==> config.mk <==
export PLATFORM = sky130hd
export DESIGN_NAME = pint_host_bridge
export DESIGN_NICKNAME = d
export VERILOG_FILES = /design/src/rtl/pint_host_bridge.sv
export SDC_FILE = /design/constraint.sdc
export NUM_CORES = 1
export LEC_CHECK = 0
export CAP_MARGIN = 20
export CORE_ASPECT_RATIO = 0.6
export CORE_MARGIN = 2
export CORE_UTILIZATION = 36
export DETAILED_ROUTE_END_ITERATION = 16
export PLACE_DENSITY = 0.62
export SYNTH_ARGS = -nofsm -noshare
export SYNTH_HDL_FRONTEND = slang
export SYNTH_SLANG_ARGS = --single-unit
==> constraint.sdc <==
create_clock -name clk -period 3.3 [get_ports clk]
set_input_delay 0.495 -clock clk [delete_from_list [all_inputs] [get_ports clk]]
set_output_delay 0.495 -clock clk [all_outputs]
set_load 0.05 [all_outputs]
==> src/rtl/pint_host_bridge.sv <==
// Host-link framing bridge in front of the PINT serial interface: forwards host write/command
// frames to the TX FIFO, returns PINT read data as response frames and reports ACK/NAK.
module pint_host_bridge #(
    parameter int unsigned RX_DEPTH  = 64,
    parameter int unsigned TO_CYCLES = 2000000
) (
    input  logic       clk,
    input  logic       reset,
    input  logic [7:0] host_char,
    input  logic       host_valid,
    output logic       host_ready,
    output logic [7:0] out_char,
    output logic       out_valid,
    input  logic       out_ready,
    output logic [7:0] tx_char,
    output logic       tx_char_latch,
    output logic       tx_req,
    output logic       tx_cmd_type,
    input  logic       pint_busy,
    input  logic [7:0] rx_data,
    input  logic       rx_latch,
    input  logic       rx_req
);
    localparam int unsigned TW = $clog2(TO_CYCLES);
    localparam int unsigned IW = (RX_DEPTH > 1) ? $clog2(RX_DEPTH) : 1;
    localparam logic [7:0] CH_W = 8'h57;
    localparam logic [7:0] CH_C = 8'h43;
    localparam logic [7:0] CH_R = 8'h52;
    localparam logic [7:0] ACK  = 8'h2E;
    localparam logic [7:0] NAK  = 8'h21;

    typedef enum logic [2:0] {T_TYPE, T_LEN, T_DATA, T_WAITIDLE, T_REQ, T_START, T_DONE} tx_state_t;
    typedef enum logic [2:0] {O_IDLE, O_HDR, O_LEN, O_DATA, O_CODE} out_state_t;

    tx_state_t  tx_state, tx_nxt;
    out_state_t o_state;
    logic [7:0]    byte_cnt;
    logic [TW-1:0] to_cnt;
    logic          cmd_type;
    logic          pend, pend_nxt, pend_set;
    logic [7:0]    pend_code, code_new;
    logic [6:0]    rx_cnt, idx;
    logic          rx_drop, drop_late, rx_ready;
    logic [7:0]    rx_mem [RX_DEPTH];

    logic host_acc, to_hit, rx_full, frame_done_c, pend_clr_c;
    assign host_acc     = host_valid & host_ready;
    assign to_hit       = (to_cnt == TW'(TO_CYCLES - 1));
    assign rx_full      = (rx_cnt == 7'(RX_DEPTH));
    assign frame_done_c = out_ready && ((o_state == O_LEN && rx_cnt == 7'd0) ||
                                        (o_state == O_DATA && idx == rx_cnt));
    assign pend_clr_c   = out_ready && (o_state == O_CODE);

    // TX next state and ACK/NAK queueing
    always_comb begin
        tx_nxt   = tx_state;
        pend_set = 1'b0;
        code_new = NAK;
        case (tx_state)
            T_TYPE: if (host_acc) begin
                if (host_char == CH_W || host_char == CH_C) tx_nxt = T_LEN;
                else pend_set = 1'b1;
            end
            T_LEN: if (host_acc) begin
                if (host_char == 8'd0) begin
                    pend_set = 1'b1;
                    tx_nxt   = T_TYPE;
                end else begin
                    tx_nxt = T_DATA;
                end
            end
            T_DATA:     if (host_acc && byte_cnt == 8'd1) tx_nxt = T_WAITIDLE;
            T_WAITIDLE: if (!pint_busy) tx_nxt = T_REQ;
            T_REQ:      tx_nxt = T_START;
            T_START: begin
                if (pint_busy) tx_nxt = T_DONE;
                else if (to_hit) begin
                    pend_set = 1'b1;
                    tx_nxt   = T_TYPE;
                end
            end
            T_DONE: begin
                if (!pint_busy) begin
                    pend_set = 1'b1;
                    code_new = ACK;
                    tx_nxt   = T_TYPE;
                end else if (to_hit) begin
                    pend_set = 1'b1;
                    tx_nxt   = T_TYPE;
                end
            end
            default: tx_nxt = T_TYPE;
        endcase
        pend_nxt = pend_set ? 1'b1 : (pend_clr_c ? 1'b0 : pend);
    end

    always_ff @(posedge clk) begin
        if (reset) begin
            tx_state      <= T_TYPE;
            host_ready    <= 1'b0;
            tx_char       <= 8'd0;
            tx_char_latch <= 1'b0;
            tx_req        <= 1'b0;
            tx_cmd_type   <= 1'b0;
            cmd_type      <= 1'b0;
            byte_cnt      <= 8'd0;
            to_cnt        <= '0;
            pend          <= 1'b0;
            pend_code     <= 8'd0;
        end else begin
            tx_state      <= tx_nxt;
            pend          <= pend_nxt;
            tx_char_latch <= 1'b0;
            tx_req        <= 1'b0;
            if (pend_set) pend_code <= code_new;
            host_ready <= (tx_nxt == T_TYPE || tx_nxt == T_LEN || tx_nxt == T_DATA) && !pend_nxt;
            if (host_acc) begin
                case (tx_state)
                    T_TYPE: cmd_type <= (host_char == CH_C);
                    T_LEN:  byte_cnt <= host_char;
                    T_DATA: begin
                        tx_char       <= host_char;
                        tx_char_latch <= 1'b1;
                        byte_cnt      <= byte_cnt - 8'd1;
                    end
                    default: ;
                endcase
            end
            // request is high exactly while the FSM sits in T_REQ
            if (tx_state == T_WAITIDLE && tx_nxt == T_REQ) begin
                tx_req      <= 1'b1;
                tx_cmd_type <= cmd_type;
            end
            if (tx_state == T_REQ) to_cnt <= '0;
            else if ((tx_state == T_START || tx_state == T_DONE) && !to_hit) to_cnt <= to_cnt + TW'(1);
        end
    end

    // RX capture; drops during an outstanding frame are charged to the following frame
    always_ff @(posedge clk) begin
        if (reset) begin
            rx_cnt    <= 7'd0;
            rx_drop   <= 1'b0;
            drop_late <= 1'b0;
            rx_ready  <= 1'b0;
        end else if (rx_ready) begin
            if (frame_done_c) begin
                rx_cnt    <= 7'd0;
                rx_drop   <= drop_late | rx_latch;
                drop_late <= 1'b0;
                rx_ready  <= 1'b0;
            end else if (rx_latch) begin
                drop_late <= 1'b1;
            end
        end else begin
            if (rx_latch) begin
                if (rx_full) rx_drop <= 1'b1;
                else rx_cnt <= rx_cnt + 7'd1;
            end
            if (rx_req && (rx_cnt != 7'd0 || rx_drop || rx_latch)) rx_ready <= 1'b1;
        end
    end

    always_ff @(posedge clk) begin
        if (!rx_ready && rx_latch && !rx_full) rx_mem[rx_cnt[IW-1:0]] <= rx_data;
    end

    // Output arbiter: response frames before ACK/NAK, never interleaved
    always_ff @(posedge clk) begin
        if (reset) begin
            o_state   <= O_IDLE;
            out_valid <= 1'b0;
            out_char  <= 8'd0;
            idx       <= 7'd0;
        end else begin
            case (o_state)
                O_IDLE: begin
                    if (rx_ready) begin
                        out_char  <= CH_R;
                        out_valid <= 1'b1;
                        o_state   <= O_HDR;
                    end else if (pend) begin
                        out_char  <= pend_code;
                        out_valid <= 1'b1;
                        o_state   <= O_CODE;
                    end
                end
                O_HDR: if (out_ready) begin
                    out_char <= {rx_drop, rx_cnt};
                    o_state  <= O_LEN;
                end
                O_LEN: if (out_ready) begin
                    if (rx_cnt == 7'd0) begin
                        out_valid <= 1'b0;
                        o_state   <= O_IDLE;
                    end else begin
                        out_char <= rx_mem[0];
                        idx      <= 7'd1;
                        o_state  <= O_DATA;
                    end
                end
                O_DATA: if (out_ready) begin
                    if (idx == rx_cnt) begin
                        out_valid <= 1'b0;
                        o_state   <= O_IDLE;
                    end else begin
                        out_char <= rx_mem[idx[IW-1:0]];
                        idx      <= idx + 7'd1;
                    end
                end
                O_CODE: if (out_ready) begin
                    out_valid <= 1'b0;
                    o_state   <= O_IDLE;
                end
                default: o_state <= O_IDLE;
            endcase
        end
    end
endmodule

Yosys cells after proc, flatten, opt, wreduce, memory -nomap -nowiden
Memories as Yosys holds them, arrays and structs flattened. A register that Yosys moved wholly into a read port is not among the register bits.
Cells that the tools add are included.
- register bits after elaboration: 83
- memory bits (writable): 512
- output and inout port bits: 21
- memories: 1
- memory list (memory ; depth ; bits a word ; read ports ; clocked after Yosys merged registers in ; wr ports ; line ; source):
    rx_mem ; 64 ; 8 ; 2 ; 1 ; 1 ; 44 ; logic [7:0] rx_mem [RX_DEPTH];
- add/subtract/negate cells: 4
- equality and inequality tests: 30
- muxes and demuxes: 72
- bitwise logic cells: 3
- reduce and logical (&&, ||, !) cells: 47
- operators by type and width (cell ; number):
    2-to-1 mux 7 bit ; 8
    2-to-1 mux 8 bit ; 7
    2-to-1 mux 3 bit ; 15
    case mux 8 bit (4 select lines) ; 1
    2-to-1 mux 1 bit ; 29
    adder 21 x 1 -> 21 bit, second input constant ; 1
    equality test 21 bit, second input constant ; 1
    case mux 3 bit (7 select lines) ; 1
    equality test 8 x 7 -> 1 bit, second input constant ; 2
    case mux 8 bit (2 select lines) ; 1
    equality test 3 x 2 -> 1 bit, second input constant ; 5
    equality test 3 bit, second input constant ; 5
    case mux 3 bit (5 select lines) ; 1
    adder 7 x 1 -> 7 bit, second input constant ; 2
    != test 2 bit, second input constant ; 7
    case mux 7 bit (2 select lines) ; 1
    AND reduction 7 bit ; 2
    2-to-1 mux 6 bit ; 2
    logical AND 1 bit ; 11
    nonzero test 2 bit ; 5
    equality test 3 x 1 -> 1 bit, second input constant ; 3
    logical NOT 3 bit ; 3
    equality test 8 x 1 -> 1 bit, second input constant ; 1
    logical NOT 8 bit ; 1
    other kinds (21) ; 41

Logic depth before layout (Yosys ltp)
Gate-level depths: netlist (run 1).
- word-level depth: 9
- mapped depth: 11
- depth with buffers taken out: 7

Worst setup path after synthesis (run 1)
OpenSTA, ideal clock, no wires.
- kind: flip-flop to flip-flop
- start: reg with a tool-made name
- end: reg out_char[0]
- setup time: 0.134 ns
- arrival time: 2.083 ns
- required time: 3.166 ns
- path slack: 1.083 ns
- stages on the path, launching flop included: 9
- path buffers: 3
- period minus slack after synthesis: 2.217 ns
- cell sequence: dfxtp_1 > buf_6 > buf_6 > buf_4 > mux4_2 > a221oi_1 > o22ai_1 > nor4_1 > a211oi_1
- RTL lines (what ; line ; source):
    end signal: assignment ; 183 ; out_char <= pend_code;
    end signal: assignment ; 189 ; out_char <= {rx_drop, rx_cnt};
    end signal: assignment ; 197 ; out_char <= rx_mem[0];
    end: declaration ; 12 ; output logic [7:0] out_char,

==> flow_summary.toml, run 1 <==
[cts]
htreeDepth = 2
clkTransAtPathRegs_ps = 70
postCtsSetupBuffers = 0
clock_latency_ps = 600
cts_inserted_buffers = 52
cts_tree = "built"
hold_buffers = 0
clock_sinks = 596
clockBufferDepth = 3
cts_resized = 0
root_buffer = "clkbuf_16"

[outcome]
status = "completed"

[sta]
finalSetupTns_ps = 0
timing.final.crit_share_pct = 89.56
rsz0062_at_grt = "false"
tightest_slew_ps = 999.0
clock_skew_ps = 23.11
maxSlewHeadroom_pct = 33.40
setup_viol_count_final = 0
finalMaxSlewViolations = 0
finalHoldViolations = 0
finalCriticalPeriod_ps = 2956
fmax_mhz = 338.3

[pwr]
p_sw_share_pct = 21.41
pwr-share-clk_pct = 41.4
ir_drop_v = 0.0004012
p_int_uw = 12070
power_frac_seq_pct = 53.9
power.leakage_uw = 0.008724
p_sw_uw = 3287
p_total_uw = 15350
comb_power_share_pct = 4.7
power.density_nw_per_um2 = 547.6

[detailed_routing]
via_count = 14130
antenna_left = 0
finalWirelength_mm = 63.51
wl_per_cell_um = 25.17
drt-pass1-iter-count = 8
first_iter_violations = 1992
post-route-drc-count = 0
vias_per_cell = 5.602

[logic_synthesis]
yosysUniqueCellTypes = 72
synthCells = 1438
synth_compound_area_share_pct = 5.126
async_flop_share_pct = 0
synth_top_family_by_area = "multiplexers"
synthAdderAreaFrac_pct = 0.3104
synth_seq_area_share_pct = 70.51
synth_simple_gate_area_share_pct = 7.340
synth_xor_xnor_area_share_pct = 1.122
synthMuxAreaShare_pct = 13.64
synth-edff-count = 512
yosysWarningCount = 0
syn-cell-area_um2 = 24190
synth_fp_nets = 1467
synth.avg_cell_area_um2 = 16.82
ys_seq_elements = 596
yosys_most_used_dff = "edfxtp_1"

[die]
ios = 44
core.rowCount = 73
die_area_um2 = 69350
core_um2 = 66310
initial_core_util_pct = 36.48
die_height_um = 204.8
die_w_um = 338.6

[setup_path]
worst_ep_arrival_time_ps = 3400
required_ps = 3750
start_kind = "register"
rr_endpoint = "out_char[0]"
critPathMaxFanout = 32
crit_path_end_kind = "register"
reg2regPathDepth = 6
crit_type = "reg2reg"
r2r_setup_slack_ps = 340

[placement]
hpwlAfterDp_mm = 43.48
place.gp.congestion = 0.9214
port_buffers = 43

[cells_and_area]
final_cell_mix = "edfxtp_1 (512), nor2_1 (143), mux4_2 (130), buf_4 (109), dfxtp_1 (81)"
area_growth_pct = 15.91
drive_gt1_share_pct = 21.44
final_common_cell = "edfxtp_1"
diodes = 0
final_nets = 1608

[global_routing]
grt-ovfl-total = 0
track_usage_pct = 18.19
antenna_found_initial = 1
grt_max_degree = 47
grt_pass1_vias = 13260
grt_pass1_wl_mm = 92.12

[min_path]
hold_end = "rx_mem[31][2]"
whs_path_depth = 1
hold_class = "in2reg"
hold_start = "rx_data[2]"

[flow_run]
drv_cap = 0
[how the worst max path moves through the flow]
stage	slack, ps	cells past startpoint	endpoint	start
final	340	6	out_char[0]	register
after global placement	310	5	rx_mem[22][0]	rx_latch
after floorplan	1080	8	out_char[0]	register
after CTS	350	6	out_char[0]	register
after global routing	270	6	out_char[0]	register
after detailed placement	300	5	rx_mem[22][5]	rx_latch
[state kept, by name, summed over array words and instances (netlist names), 3 cells and up, named ones only]
| register | cells |
|---|---|
| o_state | 3 |
| to_cnt | 21 |
| idx | 7 |
| tx_char | 8 |
| rx_mem | 512 |
| rx_cnt | 7 |
| out_char | 8 |
| tx_state | 3 |
| byte_cnt | 8 |
| pend_code | 3 |
[cell type report]
| class | instances | area [um2] |
|---|---|---|
| clock buffer | 65 | 1393 |
| clock inverter | 33 | 371.6 |
| fill | 5905 | 38270 |
| inverter | 17 | 63.81 |
| multi-input combinational | 753 | 6670 |
| sequential | 596 | 17070 |
| tap | 900 | 1126 |
| timing repair buffer | 159 | 1349 |
[power groups by stage]
stage / Sequential (uW) / Clock, uW / Combinational, uW
after floorplan: 8490 / 0 / 310
after global placement: 8440 / 0 / 695
after detailed placement: 8440 / 0 / 711
after CTS: 8280 / 6440 / 713
after global routing: 8280 / 6760 / 778
final: 8280 / 6350 / 722
[worst max-delay path, stage by stage, from the launching register on]
cell and delay (ps):
dfxtp_4 570, buf_12 300, mux4_2 580, mux4_2 550, and3_1 210, nor4_1 410, a211oi_1 140
[synthesized netlist by cell type, types with 6 or more instances]
library cell    n  share of area [%]
a22oi_1        19               0.59
ha_1            6               0.31
a31oi_1         9               0.23
dfxtp_1        84                7.0
nor2b_1        12               0.31
mux2i_1        27                1.1
o22ai_1        14               0.36
nor3_1         17               0.35
o21a_1          6               0.19
inv_1          15               0.23
nand2b_1       16               0.41
buf_4          10               0.31
clkbuf_1       40               0.62
or3_1          19               0.49
mux2_2          7               0.33
xor2_1         18               0.65
buf_2          11               0.23
a211oi_1       14               0.43
o21ai_0        24               0.50
nor2_1        143                2.2
xnor2_1        13               0.47
nand3_1        28               0.58
and2_1          9               0.23
nor4_1          8               0.21
nand2_1        54               0.84
and3_1         12               0.31
edfxtp_1      512                 64
nand4_1        13               0.34
a21oi_1        54                1.1
mux4_2        130                 12
a221oi_1        6               0.22
and4_1          7               0.25
[metal layers]
metal	GRT usage, %	up-vias	share of wire (%)
met5	2.153	-	0.32
met4	3.460	4	1.6
met3	6.450	77	12
met2	23.05	727	39
met1	29.05	7300	47
li1	-	6026	-
[cell families after synthesis]
| group | after synthesis |
|---|---|
| xor+xnor | 31 |
| fa+ha+maj | 6 |
| compound gates | 189 |
| flops | 596 |
| buf+inv | 89 |
| simple gates | 361 |
| mux | 166 |
[stage by stage]
stage               std cells  hold WS [ps]  worst slack [ps]  util, %  cell area (um2)
floorplan                1438         437.1              1083        -            24190
global placement         2425         451.1             314.4    39.62            26270
detailed placement       2425         460.5             299.8    39.62            26270
CTS                      2523         343.4             348.7    42.28            28040
global route             2523         354.8             266.1    42.28            28040
finish                   2523         364.4             344.4    42.28            28040
Note: power is estimated with default switching activity, not from simulation.
==> run 2, diff against run 1 <==
--- a/config.mk
+++ b/config.mk
@@ -5,12 +5,12 @@
 export SDC_FILE = /design/constraint.sdc
 export NUM_CORES = 1
 export LEC_CHECK = 0
-export CAP_MARGIN = 20
 export CORE_ASPECT_RATIO = 0.6
-export CORE_MARGIN = 2
+export CORE_MARGIN = 10
 export CORE_UTILIZATION = 36
 export DETAILED_ROUTE_END_ITERATION = 16
 export PLACE_DENSITY = 0.62
+export SKIP_CTS_REPAIR_TIMING = 1
 export SYNTH_ARGS = -nofsm -noshare
 export SYNTH_HDL_FRONTEND = slang
 export SYNTH_SLANG_ARGS = --single-unit
==> flow_summary.toml, run 2 (same netlist as run 1, synthesis figures left out) <==
[outcome]
status = "completed"

[sta]
maxSlewHeadroom_pct = 35.28
finalCriticalPeriod_ps = 3065
clock_skew_ps = 19.77
setup_viol_count_final = 0
finalHoldViolations = 0
finalSetupTns_ps = 0
tightest_slew_ps = 970.8
rsz0062_at_grt = "false"
timing.final.crit_share_pct = 92.89
fmax_mhz = 326.2
fin_ws_ps = 234.7
worst_hold_slack_ps = 413.1
finalMaxSlewViolations = 0

[die]
initial_core_util_pct = 36.43
die_height_um = 220.8
die_w_um = 354.6
die_area_um2 = 78300
ios = 44
core.rowCount = 73
core_um2 = 66400

[pwr]
ir_drop_v = 0.0003568
power.leakage_uw = 0.008662
power.density_nw_per_um2 = 536.0
p_total_uw = 14950

[global_routing]
track_usage_pct = 16.19
grt_max_degree = 47
grt_pass1_vias = 13640
grt-ovfl-total = 0
grt_pass1_wl_mm = 94.63
antenna_found_initial = 4

[detailed_routing]
first_iter_violations = 2006
finalWirelength_mm = 64.42
wl_per_cell_um = 25.51
vias_per_cell = 5.639
drt-pass1-iter-count = 5
post-route-drc-count = 0
via_count = 14240
antenna_left = 0

[cts]
clkTransAtPathRegs_ps = 70
cts_inserted_buffers = 51
root_buffer = "clkbuf_16"
clock_sinks = 596
clockBufferDepth = 3
htreeDepth = 2
clock_latency_ps = 610
cts_tree = "built"

[cells_and_area]
largest_reg_flops = 512
diodes = 0
area_growth_pct = 15.34
final_cell_mix = "edfxtp_1 (512), nor2_1 (143), mux4_2 (130), buf_4 (117), dfxtp_1 (81)"
final_common_cell = "edfxtp_1"
drive_gt1_share_pct = 21.54
final_nets = 1613

[setup_path]
critPathMaxFanout = 14
worst_ep_arrival_time_ps = 3530
cpPeakStageDelay_ps = 560
start_kind = "register"
crit_path_end_kind = "register"
critPathSlowestCell = "dfxtp_4"
crit_type = "reg2reg"
r2r_setup_slack_ps = 230
path_cells = "buf_4 -> mux4_2 -> a22o_1 -> a221oi_1 -> o22ai_1 -> nor4_1 -> a211oi_1"
required_ps = 3760

[placement]
hpwlAfterDp_mm = 44.17
port_buffers = 43
place.gp.congestion = 0.8932
dp_slack_ps = 299.7

[flow_run]
drv_cap = 0

[min_path]
hold_class = "in2reg"
## run 2: cell count changes in the layout (fill, tap and decap cells not counted)
cell and change:
clkinvlp_2 +1, clkbuf_16 -3, buf_12 -2, clkinv_8 -1, clkbuf_1 +2, bufinv_16 -3, buf_4 +8, clkinvlp_4 +3
inv_6 +2, clkinv_4 -2, clkinv_2 -1, clkinv_1 -2
## run 2: final timing paths
kind,startpoint,endpoint,cells past startpoint
max,register,out_char[5],7
min,rx_data[1],rx_mem[46][1],1
max reg2reg,register,out_char[5],7
min reg2reg,byte_cnt[1],byte_cnt[1],2
## run 2: layer usage
metal  wire, um  GRT usage [%]  part of all wire (%)  up-vias
met3       7347          4.816                    11       82
met5         14              0                 0.022        -
met1      30390          25.80                    47     7409
met2      25790          21.47                    40      711
met4        876          2.606                   1.4        2
li1           -              -                     -     6035
## run 2: worst max-delay path, delay by kind of cell, from the launching register on
kind                   cells  cell delay [ps]
muxes                      1              540
buffers and inverters      1              310
and+or+nand+nor            1              430
AOI/OAI and AO/OA          4             1060
DFF                        1              560
## run 2: stage by stage
stage	instances	instance area, um2	util (%)
2_1_floorplan	1438	24190	-
3_3_place_gp	2431	26290	39.60
3_5_place_dp	2431	26290	39.60
4_1_cts	2525	27900	42.02
5_1_grt	2525	27900	42.02
6_report	2525	27900	42.02
## run 2: final cells by class
cell class,instances,area [um2]
clock inverters,30,280.3
flip-flops and latches,596,17070
fillers,5913,38500
clock buffers,64,1325
repair buffers,165,1369
well taps,900,1126
inverters,17,63.81
multi-input cells,753,6670
## run 2: where the power goes
part	switching, uW	leakage, uW	internal (uW)	total [uW]
logic	501	0.00260	216	717
clock network	2710	0.000773	3250	5960
registers	63.3	0.00529	8220	8280
total	3280	0.00866	11700	15000
